File: src/rtl/conv2_sram_reader.sv
// conv2_sram_reader
// Burst reader that streams words out of a single-port SRAM to the PE array.
// A start pulse latches base_addr/len (len clamped to DP). Read addresses run
// base_addr, base_addr+1, ... and wrap from DP-1 back to 0. Read data lands
// in a 2-entry FIFO and leaves through a valid/ready stream. Reads are
// credit-limited, so buffered words plus outstanding reads never exceed two.
//
// Ports
//   clk, rst_n              clock, asynchronous active-low reset
//   start, base_addr, len   burst request (sampled only in IDLE)
//   busy, done              burst in progress / one-cycle completion pulse
//   sram_cs .. sram_din     SRAM port (read-only use: we, wem, din held 0)
//   sram_dout               SRAM read data, valid the cycle after a read
//   out_valid, out_ready,
//   out_data, out_last      output stream (out_last marks word len-1)
//
// state | meaning
// IDLE  | waiting for start
// RUN   | issuing reads, throttled by FIFO credits
// DRAIN | all reads issued, waiting for the last beat to be taken
module conv2_sram_reader #(
    parameter int DP = 16,
    parameter int DW = 96,
    parameter int AW = 10,
    parameter int MW = 1
) (
    input  logic          clk,
    input  logic          rst_n,
    input  logic          start,
    input  logic [AW-1:0] base_addr,
    input  logic [AW:0]   len,
    output logic          busy,
    output logic          done,
    output logic          sram_cs,
    output logic          sram_we,
    output logic [MW-1:0] sram_wem,
    output logic [AW-1:0] sram_addr,
    output logic [DW-1:0] sram_din,
    input  logic [DW-1:0] sram_dout,
    output logic          out_valid,
    input  logic          out_ready,
    output logic [DW-1:0] out_data,
    output logic          out_last
);

    typedef enum logic [1:0] {IDLE, RUN, DRAIN} state_t;

    state_t        state;
    logic [AW-1:0] addr_q;
    logic [AW:0]   rd_left;
    logic [AW:0]   len_eff;
    logic          inflight;
    logic          inflight_last;
    logic [1:0]    fifo_count;
    logic          wr_ptr;
    logic          rd_ptr;
    logic [DW-1:0] fifo_data [2];
    logic [1:0]    fifo_last;
    logic          pop;
    logic          issue;
    logic          last_issue;
    logic [2:0]    occ;

    assign pop        = out_valid & out_ready;
    // Slots that will be committed after this edge; a beat leaving this
    // cycle frees its slot in time for a new read.
    assign occ        = {1'b0, fifo_count} + {2'b00, inflight} - {2'b00, pop};
    assign issue      = (state == RUN) && (occ < 3'd2);
    assign last_issue = issue && (rd_left == (AW+1)'(1));
    assign len_eff    = (len > (AW+1)'(DP)) ? (AW+1)'(DP) : len;

    assign sram_cs   = issue;
    assign sram_we   = 1'b0;
    assign sram_wem  = '0;
    assign sram_din  = '0;
    assign sram_addr = addr_q;

    assign out_valid = (fifo_count != 2'd0);
    assign out_data  = fifo_data[rd_ptr];
    assign out_last  = out_valid & fifo_last[rd_ptr];
    assign busy      = (state != IDLE);

    always_ff @(posedge clk or negedge rst_n) begin
        if (!rst_n) begin
            state         <= IDLE;
            addr_q        <= '0;
            rd_left       <= '0;
            inflight      <= 1'b0;
            inflight_last <= 1'b0;
            fifo_count    <= 2'd0;
            wr_ptr        <= 1'b0;
            rd_ptr        <= 1'b0;
            fifo_last     <= 2'b00;
            for (int i = 0; i < 2; i++) fifo_data[i] <= '0;
            done          <= 1'b0;
        end else begin
            done          <= 1'b0;
            inflight      <= issue;
            inflight_last <= last_issue;

            if (issue) begin
                addr_q  <= (addr_q == AW'(DP-1)) ? '0 : addr_q + 1'b1;
                rd_left <= rd_left - 1'b1;
            end

            // sram_dout belongs to the read issued last cycle
            if (inflight) begin
                fifo_data[wr_ptr] <= sram_dout;
                fifo_last[wr_ptr] <= inflight_last;
                wr_ptr            <= ~wr_ptr;
            end
            if (pop) rd_ptr <= ~rd_ptr;
            fifo_count <= fifo_count + {1'b0, inflight} - {1'b0, pop};

            case (state)
                IDLE: begin
                    if (start) begin
                        addr_q  <= base_addr;
                        rd_left <= len_eff;
                        if (len_eff == '0) done  <= 1'b1;
                        else               state <= RUN;
                    end
                end
                RUN: begin
                    if (last_issue) state <= DRAIN;
                end
                DRAIN: begin
                    if (pop && out_last) begin
                        state <= IDLE;
                        done  <= 1'b1;
                    end
                end
                default: state <= IDLE;
            endcase
        end
    end

endmodule

File: config.mk
export PLATFORM = sky130hd
export DESIGN_NAME = conv2_sram_reader
export DESIGN_NICKNAME = d
export VERILOG_FILES = /design/src/rtl/conv2_sram_reader.sv
export SDC_FILE = /design/constraint.sdc
export NUM_CORES = 1
export LEC_CHECK = 0
export ABC_AREA = 0
export BUFFER_PORTS_ARGS = -buffer_cell sky130_fd_sc_hd__buf_2
export CORE_UTILIZATION = 52
export DETAILED_ROUTE_END_ITERATION = 10
export PLACE_DENSITY = 0.93
export SLEW_MARGIN = 5
export SYNTH_ARGS = -nofsm -noshare
export SYNTH_HDL_FRONTEND = slang
export SYNTH_SLANG_ARGS = --single-unit
File: constraint.sdc
create_clock -name clk -period 3.9 [get_ports clk]
set_clock_uncertainty 0.2 [all_clocks]
set_input_delay 0.195 -clock clk [delete_from_list [all_inputs] [get_ports clk]]
set_output_delay 0.195 -clock clk [all_outputs]
set_load 0.005 [all_outputs]
After elaboration in Yosys (flattened, before gate mapping). Index checks and enable logic that the tools add are counted.

Word-level logic and storage cells: 78. Bits of input ports: 121. Output and inout bits: 209. Register bits after elaboration: 224.

$lt $le $gt $ge: 8. $add $sub $neg: 6. Equality and inequality tests: 8. Bitwise gates (word level): 6. Muxes and demuxes: 28. Reduce and logical (&&, ||, !) cells: 10.

Operators by type and width (number): 96-bit 2-to-1 mux (4); 192-bit bitwise mux (1); 96-bit demux with 1-bit select (1); 11-bit 2-to-1 mux (4); 10-bit 2-to-1 mux (4); 11-bit by 1-bit == test with 1-bit output (second input constant) (1); 11-bit by 5-bit greater-than comparator with 1-bit output (second input constant) (1); 11-bit logical NOT (1); 11-bit by 1-bit subtractor with 11-bit output (second input constant) (1); 10-bit by 1-bit adder with 10-bit output (second input constant) (1); 10-bit by 4-bit == test with 1-bit output (second input constant) (1); 2-bit 2-to-1 mux (4); 2-bit inequality test (second input constant) (4); 1-bit 2-to-1 mux (6); 2-bit one-hot mux with 3 select lines (1); 1-bit logical AND (5); 2-bit greater-or-equal comparator (second input constant) (2); 1-bit by 2-bit less-than comparator with 1-bit output (second input constant) (2); 1-bit inverter with 2-bit output (2); 4-bit AND reduction (1); 2-bit nonzero test (2); 2-bit by 1-bit adder with 3-bit output (1); 3-bit by 2-bit less-than comparator with 1-bit output (second input constant) (1); 3-bit by 1-bit subtractor with 3-bit output (1); 12 further kinds (14).

Longest topological paths before layout. Gate-level depths: netlist of run 1.

Depth in word-level cells: 8. Mapped depth: 11. Mapped depth without buffers: 11.

Worst setup path before layout of run 1. OpenSTA, ideal clock, no wires.

Kind: reg-to-reg. Start: register fifo_count[1]. End: register addr_q[8] (netlist: sram_addr[8]). Setup time: 0.082 ns. Stages on the path, launching flop included: 11. Required time: 3.618 ns. Buffers on the path: 0. Slack: 0.864 ns. Arrival: 2.754 ns. Path through: dfrtp_1 -> o21ai_0 -> inv_1 -> ha_1 -> inv_1 -> ha_1 -> fa_1 -> nor3b_4 -> nand2_2 -> or4_1 -> a31oi_1.

Word-level cells in the longest chain between the ends: 8.

Ends and longest elaborated chain: start, declared (line 54) `logic [1:0] fifo_count;`; start signal, assigned (line 113) `fifo_count <= fifo_count + {1'b0, inflight} - {1'b0, pop};`; 2-bit nonzero test (*) (line 78) `assign out_valid = (fifo_count != 2'd0);`; 1-bit AND (*) (line 64) `assign pop = out_valid & out_ready;`; named net pop (line 59) `logic pop;`; 3-bit by 1-bit subtractor with 3-bit output (*) (line 67) `assign occ = {1'b0, fifo_count} + {2'b00, inflight} - {2'b00, pop};`; named net occ[1] (line 62) `logic [2:0] occ;`; 3-bit by 2-bit less-than comparator with 1-bit output (*) (line 68) `assign issue = (state == RUN) && (occ < 3'd2);`; 1-bit logical AND (*) (line 68); 10-bit 2-to-1 mux (*) (line 101) `if (issue) begin`; 10-bit 2-to-1 mux (line 117) `if (start) begin`; 10-bit 2-to-1 mux (*) (line 115) `case (state)`; end signal, assigned (line 102) `addr_q <= (addr_q == AW'(DP-1)) ? '0 : addr_q + 1'b1;`; end signal, assigned (line 118) `addr_q <= base_addr;`; end, declared (line 49) `logic [AW-1:0] addr_q;`.

The timed path passes the listed nets; every way through them passes the cells marked *. A chain may end at the register's enable or synchronous reset.

Final worst setup path of run 1.
Start: register fifo_count[1]. End: register rd_left[1].

Word-level cells in the longest chain between the ends: 8.

Ends and longest elaborated chain: 2-bit nonzero test (*) (line 78); 1-bit AND (*) (line 64); named net pop (line 59); 3-bit by 1-bit subtractor with 3-bit output (*) (line 67); named net occ[1] (line 62); 3-bit by 2-bit less-than comparator with 1-bit output (*) (line 68); 1-bit logical AND (*) (line 68); 11-bit 2-to-1 mux (*) (line 101); 11-bit 2-to-1 mux (line 117); 11-bit 2-to-1 mux (*) (line 115); end signal, assigned (line 103) `rd_left <= rd_left - 1'b1;`; end signal, assigned (line 119) `rd_left <= len_eff;`; end, declared (line 50) `logic [AW:0] rd_left;`.

Marks and branches as above.

==> impl_metrics.env, run 1 <==
export IMPL_run_status="complete, no violations"
export IMPL_row_count=52
export IMPL_die_x_um=145
export IMPL_cts_num_sinks=224
export IMPL_detailedPlacementHpwl_um=14800
export IMPL_peakVddDrop_uv=712
export IMPL_worst_endpoint_arrival_ns=3.84
export IMPL_tritoncts_num_buffers=24
export IMPL_finalCriticalPeriod_ns=3.67
export IMPL_place_inst=1263
export IMPL_timing_critical_path_from_type="flip-flop"
export IMPL_layout_nets=1268
export IMPL_regToRegEndpoint="rd_left[1]"
export IMPL_timing_final_hold_violations=0
export IMPL_end_kind="flip-flop"
export IMPL_num_vias=7364
export IMPL_detailedRoute_firstPassIterationCount=4
export IMPL_synth_area_leader_cell="sky130_fd_sc_hd__dfrtp_1"
export IMPL_cts_htree_levels=1
export IMPL_cts_path_max_buffers=3
export IMPL_route_detailed_vias_per_inst=5.16
export IMPL_min_path_cells=4
export IMPL_clock_root_buffer="sky130_fd_sc_hd__clkbuf_16"
export IMPL_yosysWarnings=0
export IMPL_grt_pass1_vias=8095
export IMPL_drv_slew=0
export IMPL_start_util_pct=53.0
export IMPL_die_h_um=145
export IMPL_cts_tree="done"
export IMPL_largest_net_degree_at_the_start_of_global_routing=93
export IMPL_synth_cell_area_um2=10700
export IMPL_rsz0062_at_grt="no"
export IMPL_grt_first_pass_wirelength_um=41600
export IMPL_nFillCells=1295
export IMPL_ys_ff_latch=224
export IMPL_reg2reg_slack_ns=0.23
export IMPL_max_slew_margin_rel_pct=45.2
export IMPL_tns_ns=0
export IMPL_timing_fmax_mhz=272
export IMPL_post_layout_total_power_w=0.0113
export IMPL_timing_hold_worst_class="in -> reg"
export IMPL_layout_drive_gt1_share_pct=50.3
export IMPL_yosysTopAreaCellShare_pct=52.4
export IMPL_powerDensity_nw_per_um2=818
export IMPL_report_final_setup_viol=0
export IMPL_cts_reportedPaths_clkPinSlew_ns=0.06
export IMPL_route_antenna_remaining_nets=0
export IMPL_timing_hold_ws_ns=0.0952
export IMPL_insertedDiodeCount=0
export IMPL_number_of_cells_on_the_worst_reg_to_reg_path=12
export IMPL_synth_seq_area_share_pct=52.4
export IMPL_worstHoldEndpoint="state[0]"
export IMPL_groute_usage_overall_pct=24.2
export IMPL_io_pins=330
export IMPL_die_area_um2=21100
export IMPL_setup_worst_path_class="reg -> reg"
export IMPL_port_buffers=231
export IMPL_worstPathRequired_ns=4.07
export IMPL_timing_worst_slew_pin_value_ns=0.823
export IMPL_ys_top_cells_by_area="sky130_fd_sc_hd__dfrtp_1 (52%), sky130_fd_sc_hd__mux2_2 (31%), sky130_fd_sc_hd__buf_4 (7.0%), sky130_fd_sc_hd__a21oi_1 (0.75%), sky130_fd_sc_hd__ha_1 (0.59%)"
export IMPL_gr_total_overflow=0
export IMPL_p_leak_nw=6.35
export IMPL_postLayoutCoreUtil_pct=68.4
export IMPL_timing_rr_start="fifo_count[1]"
export IMPL_syn_to_final_growth_pct=29.0
export IMPL_gp_routability_congestion=0.832
export IMPL_routed_wirelength_um=25800
export IMPL_clk_insertion_delay_late_ns=0.50
export IMPL_antenna_found_initial=0
export IMPL_synthCells=790
export IMPL_netlist_cell_type_count=46
export IMPL_instances_no_fill=1428
export IMPL_timing_final_crit_share_pct=94.1
export IMPL_detail_route_drc_violations=0
export IMPL_route_detailed_wl_per_inst_um=18.0
export IMPL_drt_iter0_markers=225
export IMPL_floorplan_core_area_um2=20200
export IMPL_min_delay_start="len[5]"
export IMPL_avgSynthCellArea_um2=13.5
export IMPL_maxCapViolations=0
export IMPL_crit_fanout=8
[cells in the final DEF (no fill, tap or decap), drive strengths merged, types with 9 or more instances in the layout]
cell type,Yosys,layout
dlygate4sd3,0,120
a21oi,16,16
conb,1,98
mux2,290,290
dfrtp,224,224
nand2,9,9
clkbuf,16,39
inv,11,12
buf,119,242
nor2,15,15
[worst max path at each step]
stage | cells past startpoint | slack [ns] | start | endpoint
2_1_floorplan | 10 | 0.86 | fifo_count[1] | sram_addr[8]
3_3_place_gp | 10 | 0.61 | fifo_count[1] | sram_addr[8]
3_5_place_dp | 10 | 0.48 | fifo_count[1] | sram_addr[8]
4_1_cts | 12 | 0.11 | fifo_count[1] | rd_left[1]
5_1_grt | 12 | 0.07 | fifo_count[1] | rd_left[1]
6_report | 12 | 0.23 | fifo_count[1] | rd_left[1]
[area by class of cell]
| class | instances | area, µm² | area share, % |
|---|---|---|---|
| Clock buffer | 38 | 724 | 5.25 |
| Timing Repair Buffer | 363 | 2490 | 18.1 |
| Inverter | 11 | 41.3 | 0.299 |
| Tap cell | 270 | 338 | 2.45 |
| Sequential cell | 224 | 5610 | 40.7 |
| Clock inverter | 5 | 53.8 | 0.390 |
| Multi-Input combinational cell | 517 | 4530 | 32.9 |
[synthesized netlist by cell type (all sizes together)]
cell,n
nand4,6
clkbuf,16
xnor2,4
conb,1
o21ai,8
or3,5
nand3b,1
a211o,1
and3,3
mux2i,2
xor2,8
a311o,1
or4,4
nor2,15
or2,3
nand3,6
and4,1
inv,11
o21bai,1
nor2b,1
fa,1
nor4,5
dfrtp,224
nand2b,2
and2,2
a31oi,3
mux2,290
nor3,2
o31ai,2
a21oi,16
o311ai,2
o41ai,1
a22o,4
nor3b,2
ha,5
nand2,9
buf,119
nand4b,2
o211ai,1
[routing by layer]
layer	up-vias	GRT usage [%]	share of wire, %
met5	-	0	0
li1	3288	-	-
met1	3715	28.6	38
met4	0	8.53	2.9
met2	298	44.4	53
met3	63	4.14	5.3
[kinds of logic after synthesis]
family,Yosys count,synth area share [%]
AO/OA/AOI/OAI,40,2.33
XOR/XNOR,12,1.05
adder cells (fa/ha/maj),6,0.772
buffers and inverters,146,8.78
flip-flops,224,52.4
multiplexers,292,30.7
other,1,0.0351
AND/OR/NAND/NOR,69,3.87
[worst max-delay path, stage by stage, from the launching register on]
cell                            delay (ns)
sky130_fd_sc_hd__dfrtp_1              0.45
sky130_fd_sc_hd__o21ai_2              0.23
sky130_fd_sc_hd__inv_1                0.07
sky130_fd_sc_hd__ha_1                 0.28
sky130_fd_sc_hd__inv_1                0.04
sky130_fd_sc_hd__ha_1                 0.19
sky130_fd_sc_hd__fa_1                 0.49
sky130_fd_sc_hd__nor3b_4              0.32
sky130_fd_sc_hd__nand2_2              0.17
sky130_fd_sc_hd__inv_1                0.23
sky130_fd_sc_hd__a21oi_1              0.11
sky130_fd_sc_hd__a22o_1               0.19
sky130_fd_sc_hd__dlygate4sd3_1        0.58
[report_power, final]
group          switching, W  leakage (nW)  total [W]  internal, W
sequential         0.000798          2.65    0.00429      0.00349
clock              0.000890         0.384    0.00223      0.00134
combinational       0.00198          3.32    0.00477      0.00278
[registers in the layout, summed over array words and instances (netlist names)]
signal         flops
fifo_count         2
rd_ptr             1
fifo_last          2
inflight_last      1
sram_addr         10
fifo_data        192
done               1
wr_ptr             1
inflight           1
state              2
rd_left           11
[through the flow]
step,setup slack [ns],instance area (µm²)
floorplan,0.864,11100
global placement,0.615,11800
detailed placement,0.483,11800
CTS,0.106,13800
global route,0.0670,13800
finish,0.230,13800
[timing repair]
item / 4_1_cts / 5_1_grt
endpoints found under the setup margin: 0 / 5
hold endpoints to repair: 299 / 0
hold buffers: 120 / 0
buffers inserted: 0 / 2
gates resized for setup: 0 / 2
No activity file was read; power rests on OpenSTA's default activity.
==> run 2, diff against run 1 <==
--- a/config.mk
+++ b/config.mk
@@ -7,6 +7,7 @@
 export LEC_CHECK = 0
 export ABC_AREA = 0
 export BUFFER_PORTS_ARGS = -buffer_cell sky130_fd_sc_hd__buf_2
+export CORE_MARGIN = 2
 export CORE_UTILIZATION = 52
 export DETAILED_ROUTE_END_ITERATION = 10
 export PLACE_DENSITY = 0.93
==> constraint.sdc (replaced) <==
create_clock -name clk -period 4.35 [get_ports clk]
set_clock_uncertainty 0.2 [all_clocks]
set_input_delay 0.2175 -clock clk [delete_from_list [all_inputs] [get_ports clk]]
set_output_delay 0.2175 -clock clk [all_outputs]
set_load 0.005 [all_outputs]
==> impl_metrics.env, run 2 (synthesis gave the netlist of run 1 again) <==
export IMPL_run_status="complete, no violations"
export IMPL_syn_to_final_growth_pct=28.8
export IMPL_busiest_layer="met2"
export IMPL_maxCapViolations=0
export IMPL_p_sw_w=0.00333
export IMPL_grtUsageMet1_pct=28.5
export IMPL_grt_pass1_vias=7900
export IMPL_largest_register="fifo_data"
export IMPL_timing_worst_slew_pin_value_ns=1.04
export IMPL_cts_tree="done"
export IMPL_report_final_setup_viol=0
export IMPL_tritoncts_num_buffers=24
export IMPL_row_count=52
export IMPL_start_util_pct=52.8
export IMPL_instances_no_fill=1421
export IMPL_clk_insertion_delay_late_ns=0.50
export IMPL_timing_final_crit_share_pct=93.4
export IMPL_nFillCells=1302
export IMPL_route_antenna_remaining_nets=0
export IMPL_global_route_usage_met3_pct=4.26
export IMPL_detail_route_drc_violations=0
export IMPL_finalCriticalPeriod_ns=4.06
export IMPL_largest_net_degree_at_the_start_of_global_routing=132
export IMPL_p_leak_nw=6.33
export IMPL_multi_input_comb_area_um2=4530
export IMPL_drv_slew=0
export IMPL_die_area_um2=21700
export IMPL_final_seq_area_um2=5610
export IMPL_gp_routability_congestion=0.826
export IMPL_gr_total_overflow=0
export IMPL_worstPathRequired_ns=4.53
export IMPL_clkPwrFrac_pct=20.1
export IMPL_timing_final_hold_violations=0
export IMPL_insertedDiodeCount=0
export IMPL_route_detailed_wl_per_inst_um=19.0
export IMPL_setup_worst_path_class="reg -> reg"
export IMPL_seqPwrFrac_pct=37.0
export IMPL_detailedRoute_firstPassIterationCount=4
export IMPL_dpl_cell_area_um2=11800
export IMPL_timing_fmax_mhz=246
export IMPL_crit_fanout=13
export IMPL_layout_cells_most_common_list="sky130_fd_sc_hd__mux2_2 (290), sky130_fd_sc_hd__buf_2 (230), sky130_fd_sc_hd__dfrtp_1 (223)"
export IMPL_place_inst=1260
export IMPL_timing_hold_worst_class="in -> reg"
export IMPL_num_vias=7416
export IMPL_post_layout_total_power_w=0.0102
export IMPL_powerDensity_nw_per_um2=738
export IMPL_cts_setup_buffers=0
export IMPL_largest_register_ffs=192
export IMPL_clock_root_buffer="sky130_fd_sc_hd__clkbuf_16"
export IMPL_grt_first_pass_wirelength_um=42200
export IMPL_cts_reportedPaths_clkPinSlew_ns=0.06
export IMPL_p_int_w=0.00683
export IMPL_layout_drive_gt1_share_pct=50.1
export IMPL_layout_nets=1263
export IMPL_floorplan_core_area_um2=20200
export IMPL_switching_share_pct=32.8
export IMPL_timing_critical_path_from_type="flip-flop"
export IMPL_detailedPlacementHpwl_um=14900
export IMPL_die_h_um=147
export IMPL_worst_endpoint_arrival_ns=4.25
export IMPL_io_pins=330
export IMPL_global_route_usage_met2_pct=44.7
export IMPL_comb_power_share_pct=42.9
export IMPL_leading_cell_type_in_the_layout_fill_and_taps_excluded="sky130_fd_sc_hd__mux2_2"
export IMPL_max_slew_margin_rel_pct=30.4
export IMPL_cts_num_sinks=224
export IMPL_rsz0062_at_grt="no"
export IMPL_routed_wirelength_um=26900
export IMPL_tns_ns=0
export IMPL_finish_instance_area_um2=13800
export IMPL_cts_htree_levels=1
export IMPL_port_buffers=231
export IMPL_route_detailed_vias_per_inst=5.22
export IMPL_groute_usage_overall_pct=24.1
export IMPL_end_kind="flip-flop"
export IMPL_timing_hold_ws_ns=0.128
export IMPL_antenna_found_initial=0
export IMPL_drt_iter0_markers=316
export IMPL_die_x_um=147
export IMPL_cts_path_max_buffers=3
export IMPL_peakVddDrop_uv=541
[run 2: cell types whose count changed in the layout (fill, tap and decap cells not counted), sizes merged]
cell    change
buf         -5
bufinv      +1
clkbuf      -3
clkinv      +1
inv         -1
[run 2: path summary, 6_finish.rpt]
kind	slack, ns	depth (start not counted)	from	to
worst min-delay path	0.13	4	len[5]	state[0]
worst max-delay path	0.29	12	fifo_count[1]	rd_left[1]
worst max register to register	0.29	12	fifo_count[1]	rd_left[1]
max in group asynchronous	2.55	3	rst_n	fifo_data[148]
min in group asynchronous	0.25	2	rst_n	fifo_data[24]
worst min register to register	0.30	1	fifo_data[7]	fifo_data[7]
[run 2: worst max-delay path, cell delays in order (launching register included)]
cell,delay (ns)
sky130_fd_sc_hd__dfrtp_1,0.42
sky130_fd_sc_hd__o21ai_0,0.35
sky130_fd_sc_hd__inv_1,0.09
sky130_fd_sc_hd__ha_1,0.28
sky130_fd_sc_hd__inv_1,0.04
sky130_fd_sc_hd__ha_1,0.18
sky130_fd_sc_hd__fa_1,0.49
sky130_fd_sc_hd__nor3b_4,0.58
sky130_fd_sc_hd__nand2_2,0.23
sky130_fd_sc_hd__inv_1,0.22
sky130_fd_sc_hd__a21oi_1,0.11
sky130_fd_sc_hd__a22o_1,0.18
sky130_fd_sc_hd__dlygate4sd3_1,0.56
[run 2: power groups by stage]
stage | clock network [W] | logic, W | registers (W)
after global routing | 0.00218 | 0.00467 | 0.00388
after detailed placement | 0 | 0.00406 | 0.00373
after global placement | 0 | 0.00392 | 0.00363
after CTS | 0.00208 | 0.00425 | 0.00371
after floorplan | 0 | 0.00286 | 0.00353
final | 0.00204 | 0.00435 | 0.00376
[run 2: cell type report]
| class | instances | share of cell area, % |
|---|---|---|
| clock buffer | 35 | 5.18 |
| clock inverter | 6 | 0.609 |
| inverter | 11 | 0.300 |
| multi-input combinational | 517 | 32.9 |
| sequential | 224 | 40.7 |
| tap | 270 | 2.45 |
| timing repair buffer | 358 | 17.8 |
[run 2: per-stage QoR]
stage / worst slack, ns / util (%)
after floorplan: 1.31 / -
after global placement: 0.842 / 58.2
after detailed placement: 0.747 / 58.2
after CTS: 0.380 / 68.0
after global routing: 0.0561 / 68.0
final: 0.286 / 68.0
[run 2: what timing repair did]
item,in CTS,in global routing
hold buffers,120,0
endpoints found under the hold margin,340,0
gates resized for setup,0,0
[run 2: routing by layer]
layer  vias to the layer above  part of all wire, %
li1                       3289                    -
met1                      3707                   37
met2                       355                   54
met3                        65                  6.8
met4                         0                  2.7
met5                         -                    0
